[src/rtl/led_activity_pkg.sv]
// led_activity_pkg: shared types and constants for the LED activity front end.
//   - Trigger bit indices. The top level uses these names to wire
//     led_activity to the blinker.
//   - FSM state enums for the link debouncer and the rx frame tracker.
//   - Helpers that size counters from their maximum values.
package led_activity_pkg;

  localparam int LED_RX   = 0;  // good rx frame
  localparam int LED_TX   = 1;  // tx frame start
  localparam int LED_ERR  = 2;  // rx error or runt
  localparam int LED_LINK = 3;  // debounced link change
  localparam int NUM_TRIG = 4;

  typedef enum logic [1:0] {
    LINK_DOWN,
    LINK_UP_PEND,
    LINK_UP,
    LINK_DOWN_PEND
  } link_state_e;

  typedef enum logic {
    RX_IDLE,
    RX_FRAME
  } rx_state_e;

  function automatic int unsigned max_u(input int unsigned a, input int unsigned b);
    return (a > b) ? a : b;
  endfunction

  // Bits needed to hold values 0..max_val. The result is at least 1 bit.
  function automatic int unsigned cnt_w(input int unsigned max_val);
    return (max_val < 2) ? 1 : $clog2(max_val + 1);
  endfunction

endpackage

[src/rtl/led_activity_if.sv]
// led_activity_if: status inputs and trigger outputs of led_activity.
//   master: the side that drives the status and reads the triggers (MAC/PCS side).
//   slave : the led_activity block.
//   Signals:
//     test_mode, link_status, rx_valid, rx_err, tx_valid -> slave
//     triggers[NUM_TRIG-1:0], link_led                   -> master
interface led_activity_if;
  import led_activity_pkg::*;

  logic                test_mode;
  logic                link_status;
  logic                rx_valid;
  logic                rx_err;
  logic                tx_valid;
  logic [NUM_TRIG-1:0] triggers;
  logic                link_led;

  modport master (
    output test_mode, link_status, rx_valid, rx_err, tx_valid,
    input  triggers, link_led
  );

  modport slave (
    input  test_mode, link_status, rx_valid, rx_err, tx_valid,
    output triggers, link_led
  );
endinterface

[src/rtl/led_activity_link_debounce.sv]
// link_debounce: debounces the raw link indication using a four-state FSM.
//   clk, rst_n : clock and synchronous active-low reset
//   threshold  : number of steady cycles needed to accept a change. This input
//                is sampled every cycle.
//   in         : raw link status
//   out        : debounced link state (registered)
//   changed    : one-cycle pulse, registered together with each change of out
module link_debounce
  import led_activity_pkg::*;
#(
  parameter int unsigned CNT_W = 8
) (
  input  logic             clk,
  input  logic             rst_n,
  input  logic [CNT_W-1:0] threshold,
  input  logic             in,
  output logic             out,
  output logic             changed
);

  link_state_e      state_q, state_d;
  logic [CNT_W-1:0] cnt_q, cnt_d;
  logic             out_q, out_d;
  logic             changed_q, changed_d;

  // Compute count+1 with one extra bit, so the threshold compare is exact and
  // the counter can saturate instead of wrapping.
  logic [CNT_W:0]   cnt_p1;
  logic [CNT_W-1:0] cnt_inc;
  logic             reached;

  always_comb begin
    cnt_p1  = {1'b0, cnt_q} + (CNT_W+1)'(1);
    cnt_inc = cnt_p1[CNT_W] ? cnt_q : cnt_p1[CNT_W-1:0];
    reached = (cnt_p1 >= {1'b0, threshold});
  end

  always_comb begin
    state_d   = state_q;
    cnt_d     = cnt_q;
    out_d     = out_q;
    changed_d = 1'b0;
    unique case (state_q)
      LINK_DOWN: begin
        cnt_d = '0;
        if (in) state_d = LINK_UP_PEND;
      end
      LINK_UP: begin
        cnt_d = '0;
        if (!in) state_d = LINK_DOWN_PEND;
      end
      LINK_UP_PEND: begin
        if (!in) begin
          state_d = LINK_DOWN;
          cnt_d   = '0;
        end else if (reached) begin
          state_d   = LINK_UP;
          cnt_d     = '0;
          out_d     = 1'b1;
          changed_d = 1'b1;
        end else begin
          cnt_d = cnt_inc;
        end
      end
      LINK_DOWN_PEND: begin
        if (in) begin
          state_d = LINK_UP;
          cnt_d   = '0;
        end else if (reached) begin
          state_d   = LINK_DOWN;
          cnt_d     = '0;
          out_d     = 1'b0;
          changed_d = 1'b1;
        end else begin
          cnt_d = cnt_inc;
        end
      end
      default: begin
        state_d = LINK_DOWN;
        cnt_d   = '0;
      end
    endcase
  end

  always_ff @(posedge clk) begin
    if (!rst_n) begin
      state_q   <= LINK_DOWN;
      cnt_q     <= '0;
      out_q     <= 1'b0;
      changed_q <= 1'b0;
    end else begin
      state_q   <= state_d;
      cnt_q     <= cnt_d;
      out_q     <= out_d;
      changed_q <= changed_d;
    end
  end

  assign out     = out_q;
  assign changed = changed_q;

endmodule

[src/rtl/led_activity.sv]
// led_activity: turns raw MAC/PCS status into one-cycle LED trigger pulses and
// a debounced link indication.
//   clk, rst_n : clock and synchronous active-low reset
//   bus        : led_activity_if.slave
//     in : test_mode, link_status, rx_valid, rx_err, tx_valid
//     out: triggers[LED_RX/LED_TX/LED_ERR/LED_LINK] (registered pulses),
//          link_led (registered)
// When link_led is low, the rx and tx pulses are suppressed and the rx tracker
// is held idle. The link-change pulse is never suppressed.
module led_activity
  import led_activity_pkg::*;
#(
  parameter int unsigned RUNT_CYCLES        = 64,
  parameter int unsigned LINK_DEBOUNCE      = 1250000,
  parameter int unsigned TEST_LINK_DEBOUNCE = 16
) (
  input logic           clk,
  input logic           rst_n,
  led_activity_if.slave bus
);

  localparam int unsigned CNT_W = cnt_w(max_u(LINK_DEBOUNCE, TEST_LINK_DEBOUNCE));
  localparam int unsigned LEN_W = cnt_w(RUNT_CYCLES);
  localparam logic [CNT_W-1:0] THR_NORM = CNT_W'(LINK_DEBOUNCE);
  localparam logic [CNT_W-1:0] THR_TEST = CNT_W'(TEST_LINK_DEBOUNCE);
  localparam logic [LEN_W-1:0] RUNT_L   = LEN_W'(RUNT_CYCLES);

  logic [CNT_W-1:0] threshold;
  logic             deb_out, deb_changed;

  rx_state_e           rx_state_q, rx_state_d;
  logic [LEN_W-1:0]    len_q, len_d;
  logic                err_q, err_d;
  logic                tx_prev_q, tx_prev_d;
  logic [NUM_TRIG-1:0] trig_q, trig_d;
  logic                link_led_q, link_led_d;

  assign threshold = bus.test_mode ? THR_TEST : THR_NORM;

  link_debounce #(.CNT_W(CNT_W)) u_link_debounce (
    .clk       (clk),
    .rst_n     (rst_n),
    .threshold (threshold),
    .in        (bus.link_status),
    .out       (deb_out),
    .changed   (deb_changed)
  );

  always_comb begin
    rx_state_d = rx_state_q;
    len_d      = len_q;
    err_d      = err_q;
    trig_d     = '0;
    tx_prev_d  = bus.tx_valid;
    link_led_d = deb_out;

    trig_d[LED_TX] = bus.tx_valid & ~tx_prev_q;

    unique case (rx_state_q)
      RX_IDLE: begin
        if (bus.rx_valid) begin
          rx_state_d = RX_FRAME;
          len_d      = LEN_W'(1);
          err_d      = bus.rx_err;
        end
      end
      RX_FRAME: begin
        if (bus.rx_valid) begin
          if (len_q < RUNT_L) len_d = len_q + LEN_W'(1);
          err_d = err_q | bus.rx_err;
        end else begin
          rx_state_d = RX_IDLE;
          len_d      = '0;
          err_d      = 1'b0;
          if (err_q || (len_q < RUNT_L)) trig_d[LED_ERR] = 1'b1;
          else                           trig_d[LED_RX]  = 1'b1;
        end
      end
      default: begin
        rx_state_d = RX_IDLE;
        len_d      = '0;
        err_d      = 1'b0;
      end
    endcase

    // With the link down, traffic is not shown, and any open frame is
    // dropped without a pulse.
    if (!link_led_q) begin
      trig_d[LED_RX]  = 1'b0;
      trig_d[LED_TX]  = 1'b0;
      trig_d[LED_ERR] = 1'b0;
      rx_state_d      = RX_IDLE;
      len_d           = '0;
      err_d           = 1'b0;
    end

    trig_d[LED_LINK] = deb_changed;
  end

  always_ff @(posedge clk) begin
    if (!rst_n) begin
      rx_state_q <= RX_IDLE;
      len_q      <= '0;
      err_q      <= 1'b0;
      tx_prev_q  <= 1'b0;
      trig_q     <= '0;
      link_led_q <= 1'b0;
    end else begin
      rx_state_q <= rx_state_d;
      len_q      <= len_d;
      err_q      <= err_d;
      tx_prev_q  <= tx_prev_d;
      trig_q     <= trig_d;
      link_led_q <= link_led_d;
    end
  end

  assign bus.triggers = trig_q;
  assign bus.link_led = link_led_q;

endmodule

[src/flat_wrapper.sv]
// flat-port wrapper written by rule: the top's interface ports become plain ports
module led_activity_flat import led_activity_pkg::*;
#(
  parameter int unsigned RUNT_CYCLES        = 64,
  parameter int unsigned LINK_DEBOUNCE      = 1250000,
  parameter int unsigned TEST_LINK_DEBOUNCE = 16
)
  (clk, rst_n, bus_test_mode, bus_link_status, bus_rx_valid, bus_rx_err, bus_tx_valid, bus_triggers, bus_link_led);
  led_activity_if bus_i ();
  input logic clk;
  input logic rst_n;
  input wire logic [$bits(bus_i.test_mode)-1:0] bus_test_mode;
  input wire logic [$bits(bus_i.link_status)-1:0] bus_link_status;
  input wire logic [$bits(bus_i.rx_valid)-1:0] bus_rx_valid;
  input wire logic [$bits(bus_i.rx_err)-1:0] bus_rx_err;
  input wire logic [$bits(bus_i.tx_valid)-1:0] bus_tx_valid;
  output wire logic [$bits(bus_i.triggers)-1:0] bus_triggers;
  output wire logic [$bits(bus_i.link_led)-1:0] bus_link_led;
  assign bus_i.test_mode = bus_test_mode;
  assign bus_i.link_status = bus_link_status;
  assign bus_i.rx_valid = bus_rx_valid;
  assign bus_i.rx_err = bus_rx_err;
  assign bus_i.tx_valid = bus_tx_valid;
  assign bus_triggers = bus_i.triggers;
  assign bus_link_led = bus_i.link_led;
  led_activity #(.RUNT_CYCLES(RUNT_CYCLES), .LINK_DEBOUNCE(LINK_DEBOUNCE), .TEST_LINK_DEBOUNCE(TEST_LINK_DEBOUNCE)) u_core (.clk(clk), .rst_n(rst_n), .bus(bus_i));
endmodule
[config.mk]
export PLATFORM = sky130hd
export DESIGN_NAME = led_activity_flat
export DESIGN_NICKNAME = d
export VERILOG_FILES = /design/src/rtl/led_activity_pkg.sv /design/src/rtl/led_activity_if.sv /design/src/rtl/led_activity_link_debounce.sv /design/src/rtl/led_activity.sv /design/src/flat_wrapper.sv
export SDC_FILE = /design/constraint.sdc
export NUM_CORES = 1
export LEC_CHECK = 0
export BUFFER_PORTS_ARGS = -buffer_cell sky130_fd_sc_hd__buf_4
export CAP_MARGIN = 10
export CORE_MARGIN = 4
export CORE_UTILIZATION = 30
export CTS_BUF_LIST = sky130_fd_sc_hd__clkbuf_2 sky130_fd_sc_hd__clkbuf_4 sky130_fd_sc_hd__clkbuf_8
export DETAILED_ROUTE_END_ITERATION = 16
export PLACE_DENSITY_LB_ADDON = 0.08
export REMOVE_ABC_BUFFERS = 1
export SYNTH_ARGS = -nofsm -noshare
export SYNTH_HDL_FRONTEND = slang
export SYNTH_SLANG_ARGS = --single-unit
[constraint.sdc]
create_clock -name clk -period 7.35 [get_ports clk]
set_input_delay 0.3675 -clock clk [delete_from_list [all_inputs] [get_ports clk]]
set_output_delay 0.3675 -clock clk [all_outputs]
set_load 0.01 [all_outputs]
# Word level (Yosys, flattened, before mapping)

Index checks and enable logic that the tools add are counted.

Register bits after elaboration: 40
Logic and storage cells: 76
Bits of input ports: 7

Mux-type cells: 32
Add/sub/neg operators: 2
Eq/ne operators: 13
Magnitude comparators: 2
Reductions and logical operators: 9
Bitwise logic cells: 6

Operators with widths:

| kind                    | number |
|---|---|
| $mux W21                | 5 |
| $pmux W21 S3            | 1 |
| $add A21 B1 Y22 const B | 1 |
| $ge A22 B21 Y1          | 1 |
| $mux W7                 | 3 |
| $ne A2 B2 Y1 const B    | 7 |
| $pmux W7 S2             | 1 |
| $mux W1                 | 12 |
| $mux W2                 | 6 |
| $ne A3 B3 Y1 const B    | 3 |
| $pmux W2 S4             | 1 |
| $add A7 B1 Y7 const B   | 1 |
| $lt A7 B7 Y1 const B    | 1 |
| $pmux W1 S2             | 3 |
| $reduce_and A5 Y1       | 1 |
| $eq A2 B2 Y1 const B    | 2 |
| $not A1 Y1              | 4 |
| $reduce_and A2 Y1       | 2 |
| $reduce_and A4 Y1       | 1 |
| $reduce_or A4 Y1        | 1 |
| $eq A2 B1 Y1 const B    | 1 |
| $logic_not A2 Y1        | 1 |
| $reduce_bool A2 Y1      | 1 |
| $reduce_or A2 Y1        | 1 |
| 3 further kinds         | 3 |

# Depth between registers and ports, before layout

Gate-level depths: netlist (run 1).

Depth in word-level cells: 5
Mapped depth: 15

# Hierarchy

A second synthesis (run 1) with hierarchy kept.

Cells, all modules: 275
Area, all modules: 2363.5 sq um

Modules (own cells, without submodules):

| module        | area each (sq um) | cells an instance | seq. area each (sq um) | instances |
|---|---|---|---|---|
| link_debounce | 1736.7            | 205               | 500.5                  | 1 |
| led_activity  | 626.9             | 70                | 300.3                  | 1 |

# Worst setup path after synthesis (run 1)

Ideal clock, no wire load.

Path type: flip-flop to flip-flop
Start point: register u_core.u_link_debounce.cnt_q[0]
End point: register u_core.u_link_debounce.cnt_q[3]
Stages on the path, launching flop included: 15
Required time: 7.209 ns
Buffers on the path: 1
Setup slack: 3.921 ns
Arrival time: 3.288 ns
Library setup time: 0.141 ns
Cells stage by stage: dfxtp_1 ha_1 nand3_1 or4_4 xor2_1 inv_1 ha_1 nand2_1 or4_1 a311oi_1 a211oi_2 o211a_4 nand2b_4 buf_6 a21oi_2

Longest elaborated chain between the ends: 5
Elaborated cells on any way between the ends: 7
Classes of those cells: add/sub (1); order compare (1); mux (5)

RTL lines:

| element                                           | RTL line                                                           | source |
|---|---|---|
| start: declaration                                | led_activity_link_debounce.sv:22                                   | `logic [CNT_W-1:0] cnt_q, cnt_d;` |
| start signal: assignment                          | led_activity_link_debounce.sv:93                                   | `cnt_q <= cnt_d;` |
| $add A21 B1 Y22 (*)                               | led_activity_link_debounce.sv:33                                   | `cnt_p1 = {1'b0, cnt_q} + (CNT_W+1)'(1);` |
| $ge A22 B21 Y1 / $mux W21 (equally long branches) | led_activity_link_debounce.sv:35, led_activity_link_debounce.sv:34 |  |
| $mux W21 (*)                                      | led_activity_link_debounce.sv:56, led_activity_link_debounce.sv:69 |  |
| $mux W21, on equally long branches                | led_activity_link_debounce.sv:66, led_activity_link_debounce.sv:53 |  |
| $pmux W21 S3 (*)                                  | led_activity_link_debounce.sv:43                                   | `unique case (state_q)` |

Mark *: on every way between the ends. The rest lies on a longest branch, timed or not.
A chain may end at the register's enable or synchronous reset.

# Worst setup path after layout (run 1)

Start point: register u_core.u_link_debounce.cnt_q[0]
End point: register u_core.u_link_debounce.cnt_q[2]

Same word-level chain as after synthesis.

==> impl_results.md, run 1 <==
* Hold Path Depth at 2
* Final worst-path cycle share at 54.5%
* Seq/Total Area, Yosys at ~36%
* First-pass GRT wire length at 8510 microns
* Fmax at 250 MHz
* FILL cells at 768
* Critical Path RT at 7.52 ns
* Actual slew at the worst max-slew pin at 0.610 ns
* WS Path Type: reg2reg
* DR pass1 iterations at 4
* Vias in the first global route at 1,783
* Deepest clock path buffer count at 2
* Pins Over Slew Limit at 0
* Post-synth top flop: dfxtp_1
* Standby leakage power at 0.898 nW
* Final WL at between 5000 and 6000 microns
* Skew-Pair Late Insertion Delay at about 0.29 ns
* Final Skew at ~0.0037 ns
* GR Util All Layers at around 12%
* First DRT Iteration DRCs at between 60 and 70
* Status: complete, no violations
* Chip height at approximately 95 microns
* Finished Core Util at 34.9%
* Number of port buffers at 11
* Mapped Area at 0.00225 sq mm
* Setup slack, reg-to-reg at roughly 3.3 ns
* Initial antenna violation count at 0
* Seq cells post-synth at 40
* Synth-to-Final Area Change at 12.5%
* Yosys top cell area share at between 30% and 40%
* Most frequent cells in the layout: 40 x dfxtp_1, 20 x nor2_1, 20 x nand2_1, 19 x a21oi_2, 15 x inv_1
* CTS H-tree depth at 2
* Worst r2r src: u_core.u_link_debounce.cnt_q[0]
* CTS tree: done
* Synth unique cells at between 50 and 60
* Post-route cell area at approximately 0.0025 sq mm
* Root buf cell: clkbuf_8
* Worst-path maximum fanout at 21
* Vias at approximately 1.8k
* Setup TNS at 0 ns
* Post-CTS setup buffers at 0
* RSZ-0062 raised after global routing: no
* Synth warnings at 0
* Min-Delay Path Class: in2reg
* DRC Markers at 0
* Post-synth EDFFs at 0
* Slew Limit Headroom at just under 60%
* Most common cell after layout, fill and taps aside: dfxtp_1
* Clock-pin slew on the worst setup and hold paths at 0.09 ns
* DP HPWL at ~3600 microns
* Synth area leader: dfxtp_1
* Routed length per placed instance at about 14 microns
* Num ports at 12
* CP Capture Type: register
* Synth top area cells: dfxtp_1 36%, a21oi_2 7.4%, ha_1 5.0%
* Fraction of layout cells with a size suffix above 1 at 19.1%
* Post-CTS resize count at 0
* Post-synth ARST share at 0%
* Grt total ovfl at 0
* Hold path endpoint: u_core.tx_prev_q
* Final Hold Vio Count at 0
* VDD IR-drop max at around 0.067 mV
* Average cell area after synthesis at about 8.8 sq um
* CTS Hold Buffers Added at 0
* Reg2reg end: u_core.u_link_debounce.cnt_q[2]
* Endpoints failing setup at 0
* DIE AREA at 0.00894 sq mm
* Vias per cell at 4.99
* Die W at 94.5 microns
* R2R cell count at 13
* Core Area at 0.00725 sq mm
* DP Area at 0.00241 sq mm
* Startpoint Class: register
* CP arrival at between 4 and 5 ns
* Crit path time final at approximately 4.0 ns
* HP Start: bus_tx_valid
* Initial core utilization at between 30% and 40%
* Max_cap viols at 0
* TritonCTS Buffers at 5
* CTS Sinks at 40
* Largest net degree at the start of global routing at 22
* Fin nets at around 280
* Worst setup path startpoint: u_core.u_link_debounce.cnt_q[0]
* Pwr/cell area at roughly 170 mW/mm^2
* Routed Antenna Nets at 0
* Ant diodes at 0
* Syn Inst Count at around 260
* GPL Wtd Cong at between 0.8 and 0.9
* Std-Cell Rows at 31
-- state kept, by name (all words and copies together), names as in the netlist, named ones only --
name / cells
u_core.u_link_debounce.cnt_q: 21
u_core.len_q: 7
u_core.bus.triggers: 4
u_core.bus.link_led: 1
u_core.err_q: 1
u_core.rx_state_q: 1
u_core.tx_prev_q: 1
u_core.u_link_debounce.changed: 1
u_core.u_link_debounce.out: 1
u_core.u_link_debounce.state_q: 1
-- cell usage after synthesis (all sizes together), types with 2 or more instances --
cell and instances:
or4 4, o211ai 2, xor2 6, a21oi 30, and3 8, ha 9, nand3 11, a211oi 2
nand4b 3, nand4 9, buf 3, nand2 20, dfxtp 40, a2111oi 2, o211a 2, clkbuf 5
a22oi 2, xnor2 10, nand3b 4, a21boi 2, and4 2, and2 3, nor2 20, inv 15
o21ai 10, nor4 4, nor3 8, nand2b 3, a31oi 3
-- cell families (layout without fill, tap and decap cells) --
group           count (synthesis)  after routing  synth area share [%]
buf+inv                        23             35                  4.68
mux                             2              2                 0.947
compound gates                 62             62                  20.5
flops                          40             40                  35.6
fa+ha+maj                       9              9                  5.01
simple gates                  103            103                  26.9
xor+xnor                       16             16                  6.24
-- metrics by stage --
step	std cells	worst slack [ns]	hold WS (ns)	total power, mW
floorplan	247	3.86	0.412	0.230
global placement	358	3.44	0.428	0.237
detailed placement	358	3.34	0.428	0.236
CTS	366	3.31	0.288	0.429
global route	366	3.00	0.295	0.441
finish	366	3.35	0.303	0.419
-- worst max-delay path by stage --
stage,end,cells after the start,slack [ns]
after floorplan,u_core.u_link_debounce.cnt_q[2],13,3.86
after global placement,u_core.u_link_debounce.cnt_q[2],13,3.44
after detailed placement,u_core.u_link_debounce.cnt_q[2],13,3.34
after CTS,u_core.u_link_debounce.cnt_q[2],13,3.31
after global routing,u_core.u_link_debounce.cnt_q[2],13,3.00
final,u_core.u_link_debounce.cnt_q[2],13,3.35
-- worst max-delay path, stage by stage (launching register included) --
cell	delay, ns
dfxtp_1	0.47
ha_1	0.25
nand3_1	0.24
or4_4	0.49
xor2_1	0.21
inv_1	0.07
ha_1	0.31
nand2_1	0.07
or4_1	0.51
a2111oi_1	0.47
o211ai_1	0.16
o211a_4	0.21
nand2b_4	0.31
nor3_1	0.10
-- routing by layer --
metal / global-route usage, % / wire length, microns
met1: 14.7 / 2370
met2: 21.0 / 2410
met3: 2.95 / 181
met4: 3.61 / 39
met5: 0 / 0
-- power breakdown --
group | total (mW) | internal [mW] | switching [mW] | leakage (nW)
Sequential | 0.218 | 0.217 | 0.000901 | 0.323
Combinational | 0.0132 | 0.00572 | 0.00747 | 0.518
Clock | 0.188 | 0.102 | 0.0854 | 0.0583
-- final cells by class --
cell class | instances | area (sq um) | share of cell area [%]
multi-input combinational | 192 | 1340 | 53.0
inverter | 15 | 56.3 | 2.23
sequential | 40 | 801 | 31.7
clock buffer | 5 | 68.8 | 2.72
timing repair buffer | 12 | 90.1 | 3.56
clock inverter | 3 | 47.5 | 1.88
tap | 99 | 124 | 4.90
Note: power is estimated with default switching activity, not from simulation.
==> inputs of run 2 (changes only) <==
- ABC_AREA: default -> 1
- clock period: 7.35 -> 4 ns (I/O delays scaled with it)
==> impl_results.md, run 2 <==
* Post-synth EDFFs at 0 (unchanged)
* Largest net degree at the start of global routing at 22 (unchanged)
* Post-synth top flop: dfxtp_1
* Crit-path cells: ha_1 -> nand2_1 -> nor2_2 -> nand3_2 -> inv_1 -> nand3_1 -> nor3_1 -> xor2_1 -> ha_1 -> nand2_1 -> inv_1 -> nand3_1 -> nor2_1 -> nand3_1 -> nand4_2 -> a31oi_2
* Initial antenna violation count at 0 (unchanged)
* Seq cells post-synth at 40 (unchanged)
* R2R cell count at 16 (+3)
* DP HPWL at 3730 microns (+2.4%)
* Synth top area cells: dfxtp_1 37%, nand2_1 13%, nor2_1 7.5%
* WS Path Type: reg2reg
* DRC Markers at 0 (unchanged)
* Pins Over Slew Limit at 0 (unchanged)
* Pwr/cell area at 316 mW/mm^2 (+90%)
* Final worst-path cycle share at 80.6% (+26 points)
* Root buf cell: clkbuf_8
* Fraction of layout cells with a size suffix above 1 at 12.9% (-6.2 points)
* Grt total ovfl at 0 (unchanged)
* First DRT Iteration DRCs at 105 (+69%)
* Setup slack, reg-to-reg at 0.78 ns (-2.57 ns)
* Ant diodes at 0 (unchanged)
* First-pass GRT wire length at 8390 microns (-1.5%)
* Number of port buffers at 11 (unchanged)
* Mapped Area at 0.00219 sq mm (-2.4%)
* Max reg flops at 21 (unchanged)
* Worst-path maximum fanout at 21 (unchanged)
* HP Start: bus_rx_err
* DIE AREA at 0.00874 sq mm (-2.2%)
* Core Area at 0.00694 sq mm (-4.3%)
* Initial core utilization at 31.6% (+0.60 points)
* Synth unique cells at 35 (-35%)
* Worst setup path startpoint: u_core.u_link_debounce.cnt_q[0]
* Startpoint Class: register
* Worst r2r src: u_core.u_link_debounce.cnt_q[0]
* Area occupied by multi-input gates at 0.00123 sq mm (-8.5%)
* Count leader, synth: nand2_1
* Largest register by flop count: u_core.u_link_debounce.cnt_q
* Standby leakage power at 1.04 nW (+15%)
* Final Skew at 0.00353 ns (-0.000130 ns)
* Routed Antenna Nets at 0 (unchanged)
* Post-CTS resize count at 0 (unchanged)
* Post-CTS setup buffers at 0 (unchanged)
* DR pass1 iterations at 4 (unchanged)
* Slew Limit Headroom at 55.3% (-3.9 points)
* CP Capture Type: register
* Min-Delay Path Class: in2reg
* FILL cells at 769 (+0.13%)
* Actual slew at the worst max-slew pin at 0.669 ns (+0.0588 ns)
* RSZ-0062 raised after global routing: no
* Max_cap viols at 0 (unchanged)
* Synth-to-Final Area Change at 13.6%
* Synth warnings at 0 (unchanged)
* CTS tree: done
* CP arrival at 3.43 ns (-0.75 ns)
* Average cell area after synthesis at 7.10 sq um (-19%)
* Vias in the first global route at 1,764 (-1.1%)
* Routed length per placed instance at 11.4 microns (-16%)
* Endpoints failing setup at 0 (unchanged)
* TritonCTS Buffers at 5 (unchanged)
* GR Util All Layers at 12.3% (+0.25 points)
* Slowest stage delay, CP at 0.54 ns (+0.03 ns)
* Std-Cell Rows at 30 (-3.2%)
* Yosys top cell area share at 36.5% (+0.87 points)
* Register area at 801 sq um (unchanged)
* CTS H-tree depth at 2 (unchanged)
* Slowest-stage cell, CP: nand4_2
* Chip height at 93.5 microns (-1.1%)
* Most frequent cells in the layout: 75 x nand2_1, 44 x nor2_1, 40 x dfxtp_1, 35 x inv_1, 24 x nand3_1
* Post-synth ARST share at 0% (unchanged)
* Most used cell, CP: nand3_1
* Crit path time final at 3.22 ns (-0.780 ns)
* Synth area leader: dfxtp_1
* Most common cell after layout, fill and taps aside: nand2_1
* Critical Path RT at 4.21 ns (-3.31 ns)
* CTS Hold Buffers Added at 0 (unchanged)
* GPL Wtd Cong at 0.766 (-7.4%)
* Syn Inst Count at 309 (+21%)
* Setup TNS at 0 ns (unchanged)
* Hold path endpoint: u_core.err_q
* Reg2reg end: u_core.u_link_debounce.cnt_q[13]
* Die W at 93.5 microns (-1.1%)
* Final Hold Vio Count at 0 (unchanged)
* Hold Path Depth at 3 (+1)
* Status: complete, no violations
* Num ports at 12 (unchanged)
* Fmax at 310 MHz (+24%)
* Most frequent cells after synthesis: 75 x nand2_1, 44 x nor2_1, 40 x dfxtp_1
* Deepest clock path buffer count at 2 (unchanged)
* Vias per cell at 4.45 (-11%)
* VDD IR-drop max at 0.136 mV (+100%)
* Fin nets at 340 (+21%)
* CTS Sinks at 40 (unchanged)
* Vias at 1,875 (+2.6%)
* Final WL at 4820 microns (-3.7%)
* Seq/Total Area, Yosys at 36.5% (+0.87 points)
* Skew-Pair Late Insertion Delay at 0.29 ns (about the same)
* Clock-pin slew on the worst setup and hold paths at 0.08 ns (about the same)
* Finished Core Util at 35.9% (+1.0 points)
-- run 2: changes by cell type after synthesis, sizes merged, moves of 6 or more --
cell / change
nor2: +30
and3: -8
xnor2: -6
a21oi: -8
inv: +22
nand2: +59
nand3: +14
-- run 2: logic make-up after synthesis --
family / after synthesis / synth area share [%]
adders and majority gates: 9 / 5.13
buffers and inverters: 40 / 7.53
xor gates and xnor gates: 9 / 3.59
AOI/OAI and AO/OA: 38 / 11.2
DFF: 40 / 36.5
and+or+nand+nor: 173 / 36.0
-- run 2: routing by layer --
layer  wire length [microns]  up-vias  GRT usage, %
met2                    2110       22          18.3
met4                      79        0          4.40
met3                     116        6          3.06
li1                        -     1031             -
met1                    2510      816          17.1
met5                       0        -             0
-- run 2: report_power, final --
group	total [mW]	switching, mW	internal (mW)
registers	0.402	0.00174	0.400
clock network	0.355	0.151	0.204
logic	0.0290	0.0175	0.0115
-- run 2: critical path: cells and delay by family (launching register included) --
kind	cells	cell delay, ns
buffers and inverters	2	0.16
adders and majority gates	2	0.47
xor gates and xnor gates	1	0.22
AOI/OAI and AO/OA	1	0.36
and+or+nand+nor	10	1.53
DFF	1	0.38
-- run 2: worst max-delay path by stage --
stage	to	slack [ns]	depth (start not counted)
floorplan	u_core.u_link_debounce.cnt_q[13]	1.31	16
global placement	u_core.u_link_debounce.cnt_q[13]	0.82	16
detailed placement	u_core.u_link_debounce.cnt_q[13]	0.76	16
CTS	u_core.u_link_debounce.cnt_q[13]	0.71	16
global route	u_core.u_link_debounce.cnt_q[2]	0.36	16
finish	u_core.u_link_debounce.cnt_q[13]	0.78	16
-- run 2: per-stage QoR --
| stage | cells | power [mW] | cell area, sq um | hold WS, ns | setup WS, ns |
|---|---|---|---|---|---|
| finish | 421 | 0.786 | 2490 | 0.108 | 0.776 |
| global route | 421 | 0.816 | 2490 | 0.118 | 0.364 |
| CTS | 421 | 0.799 | 2490 | 0.101 | 0.708 |
| detailed placement | 413 | 0.441 | 2370 | 0.392 | 0.756 |
| global placement | 413 | 0.441 | 2370 | 0.376 | 0.820 |
| floorplan | 306 | 0.429 | 2170 | 0.293 | 1.31 |
-- run 2: layout make-up --
cell class	count	share of cell area [%]
flip-flops and latches	40	32.1
clock inverters	2	1.56
repair buffers	11	3.31
inverters	37	5.58
multi-input cells	229	49.3
clock buffers	6	3.31
well taps	96	4.82
==> inputs of run 3 (changes only) <==
- clock period: 4 -> 3.4 ns (I/O delays scaled with it)
==> impl_results.md, run 3 (synthesis gave the netlist of run 2 again) <==
* WS Path Type: reg2reg
* Std-Cell Rows at 30 (unchanged)
* VDD IR-drop max at 0.158 mV (+16%)
* GPL Wtd Cong at 0.757 (-1.2%)
* Min-Delay Path Class: in2reg
* Setup TNS at 0 ns (unchanged)
* Final Hold Vio Count at 0 (unchanged)
* Hold Path Depth at 3 (unchanged)
* Final worst-path cycle share at 86.9% (+6.3 points)
* Endpoints failing setup at 0 (unchanged)
* DIE AREA at 0.00874 sq mm (unchanged)
* Sequential Power Share at 52.5% (+1.4 points)
* CTS tree: done
* Synth-to-Final Area Change at 13.9%
* Register area at 801 sq um (unchanged)
* Fin nets at 341 (+0.29%)
* Largest register by flop count: u_core.u_link_debounce.cnt_q
* Initial antenna violation count at 0 (unchanged)
* Ant diodes at 0 (unchanged)
* TritonCTS Buffers at 5 (unchanged)
* DRC Markers at 0 (unchanged)
* Startpoint Class: register
* DR pass1 iterations at 4 (unchanged)
* Worst r2r src: u_core.u_link_debounce.cnt_q[0]
* Routed Antenna Nets at 0 (unchanged)
* Final Skew at 0.00477 ns (+0.00123 ns)
* Setup slack, reg-to-reg at 0.44 ns (-0.33 ns)
* CTS H-tree depth at 2 (unchanged)
* Vias at 1,893 (+0.96%)
* Most common cell after layout, fill and taps aside: nand2_1
* Final std cells w/o fill at 422 (+0.24%)
* Hold path endpoint: u_core.err_q
* Gate power share at 3.8% (about the same)
* Number of port buffers at 11 (unchanged)
* Vias in the first global route at 1,796 (+1.8%)
* Max_cap viols at 0 (unchanged)
* Actual slew at the worst max-slew pin at 0.576 ns (-0.0928 ns)
* HP Start: bus_rx_err
* Root buf cell: clkbuf_8
* Deepest clock path buffer count at 2 (unchanged)
* Pwr/cell area at 361 mW/mm^2 (+14%)
* Routed length per placed instance at 11.4 microns (-0.15%)
* Final WL at 4820 microns (about the same)
* Skew-Pair Late Insertion Delay at 0.29 ns (about the same)
* CTS Sinks at 40 (unchanged)
* Core Area at 0.00694 sq mm (unchanged)
* Placed Cells at 414 (+0.24%)
* Largest net degree at the start of global routing at 22 (unchanged)
* Worst-path maximum fanout at 21 (unchanged)
* Net Sw Power at 0.198 mW (+16%)
* CTS Hold Buffers Added at 0 (unchanged)
* Clock-pin slew on the worst setup and hold paths at 0.08 ns (about the same)
* Net Sw Frac at 22.0% (+0.35 points)
* Critical Path RT at 3.61 ns (-0.60 ns)
* FILL cells at 750 (-2.5%)
* Crit path time final at 2.96 ns (-0.269 ns)
* Die W at 93.5 microns (unchanged)
* Fraction of layout cells with a size suffix above 1 at 13.2% (+0.27 points)
* R2R cell count at 16 (unchanged)
* Reg2reg end: u_core.u_link_debounce.cnt_q[8]
* Chip height at 93.5 microns (unchanged)
* Standby leakage power at 1.04 nW (about the same)
* Initial core utilization at 31.6% (unchanged)
* Num ports at 12 (unchanged)
* Slew Limit Headroom at 61.2% (+5.9 points)
* Most frequent cells in the layout: 75 x nand2_1, 44 x nor2_1, 40 x dfxtp_1, 35 x inv_1, 24 x nand3_1
* GR Util All Layers at 12.1% (-0.21 points)
* CP Capture Type: register
* Clk network pwr share at 43.7% (-1.5 points)
* RSZ-0062 raised after global routing: no
* First DRT Iteration DRCs at 47 (-55%)
* Internal at 0.702 mW (+14%)
* Fmax at 338 MHz (+9.1%)
* Max reg flops at 21 (unchanged)
* Vias per cell at 4.49 (+0.72%)
* CP arrival at 3.17 ns (-0.26 ns)
* Area occupied by multi-input gates at 0.00124 sq mm (+0.71%)
* Status: complete, no violations
* Pins Over Slew Limit at 0 (unchanged)
* First-pass GRT wire length at 8400 microns (about the same)
* Grt total ovfl at 0 (unchanged)
* Post-CTS setup buffers at 0 (unchanged)
* DP HPWL at 3760 microns (+0.84%)
-- run 3: cell count changes in the layout (fill, tap and decap cells not counted) --
cell | before | now
clkbuf_8 | 6 | 5
clkinv_4 | 1 | 0
nand4_4 | 0 | 1
clkinv_2 | 0 | 1
buf_4 | 11 | 12
clkinvlp_4 | 0 | 1
nand4_2 | 1 | 0
-- run 3: repair_timing --
item / CTS / global route
resized for setup: 0 / 1
hold endpoints to repair: 0 / 0
setup endpoints to repair: 0 / 21
-- run 3: metal layers --
metal  global-route usage [%]  up-vias  share of wire (%)
li1                         -     1035                  -
met1                     16.9      835                 54
met2                     18.5       16                 42
met3                     2.74        7                2.7
met4                     3.66        0                1.3
met5                        0        -                  0
-- run 3: metrics by stage --
step	setup WS (ns)	hold WS, ns	power [mW]	util, %	instance area, sq um
finish	0.444	0.0798	0.901	36.0	2500
global route	0.0331	0.0774	0.935	36.0	2500
CTS	0.138	0.0725	0.917	35.8	2490
detailed placement	0.155	0.378	0.519	34.2	2380
global placement	0.238	0.375	0.519	34.2	2380
floorplan	0.711	0.263	0.504	-	2170
-- run 3: worst max-delay path: stages, from the launching register on --
cell and delay (ns):
dfxtp_1 0.37, ha_1 0.20, nand2_1 0.09, nor2_2 0.19, nand3_2 0.14, inv_1 0.11
nand3_1 0.09, nor3_1 0.18, xor2_1 0.22, ha_1 0.27, nand2_1 0.09, inv_1 0.05
nand3_1 0.07, nor2_1 0.06, nand3_1 0.14, nand4_4 0.35, a31oi_2 0.26
-- run 3: power by group through the flow --
stage          registers, mW  logic [mW]  clock network (mW)
6_report               0.473      0.0346               0.393
5_1_grt                0.474      0.0403               0.421
4_1_cts                0.473      0.0350               0.409
3_5_place_dp           0.484      0.0348                   0
3_3_place_gp           0.484      0.0348                   0
2_1_floorplan          0.484      0.0208                   0
-- run 3: area by class of cell --
class | count | area share (%)
inverter | 37 | 5.56
tap | 96 | 4.81
clock inverter | 3 | 1.70
clock buffer | 5 | 2.76
multi-input combinational | 229 | 49.5
sequential | 40 | 32.1
timing repair buffer | 12 | 3.61
-- run 3: worst max path at each step --
stage,start,end,slack [ns],cells past startpoint
finish,u_core.u_link_debounce.cnt_q[0],u_core.u_link_debounce.cnt_q[8],0.44,16
global route,u_core.u_link_debounce.cnt_q[0],u_core.u_link_debounce.cnt_q[2],0.03,16
CTS,u_core.u_link_debounce.cnt_q[0],u_core.u_link_debounce.cnt_q[8],0.14,16
detailed placement,u_core.u_link_debounce.cnt_q[0],u_core.u_link_debounce.cnt_q[8],0.16,16
global placement,u_core.u_link_debounce.cnt_q[0],u_core.u_link_debounce.cnt_q[8],0.24,16
floorplan,u_core.u_link_debounce.cnt_q[0],u_core.u_link_debounce.cnt_q[13],0.71,16
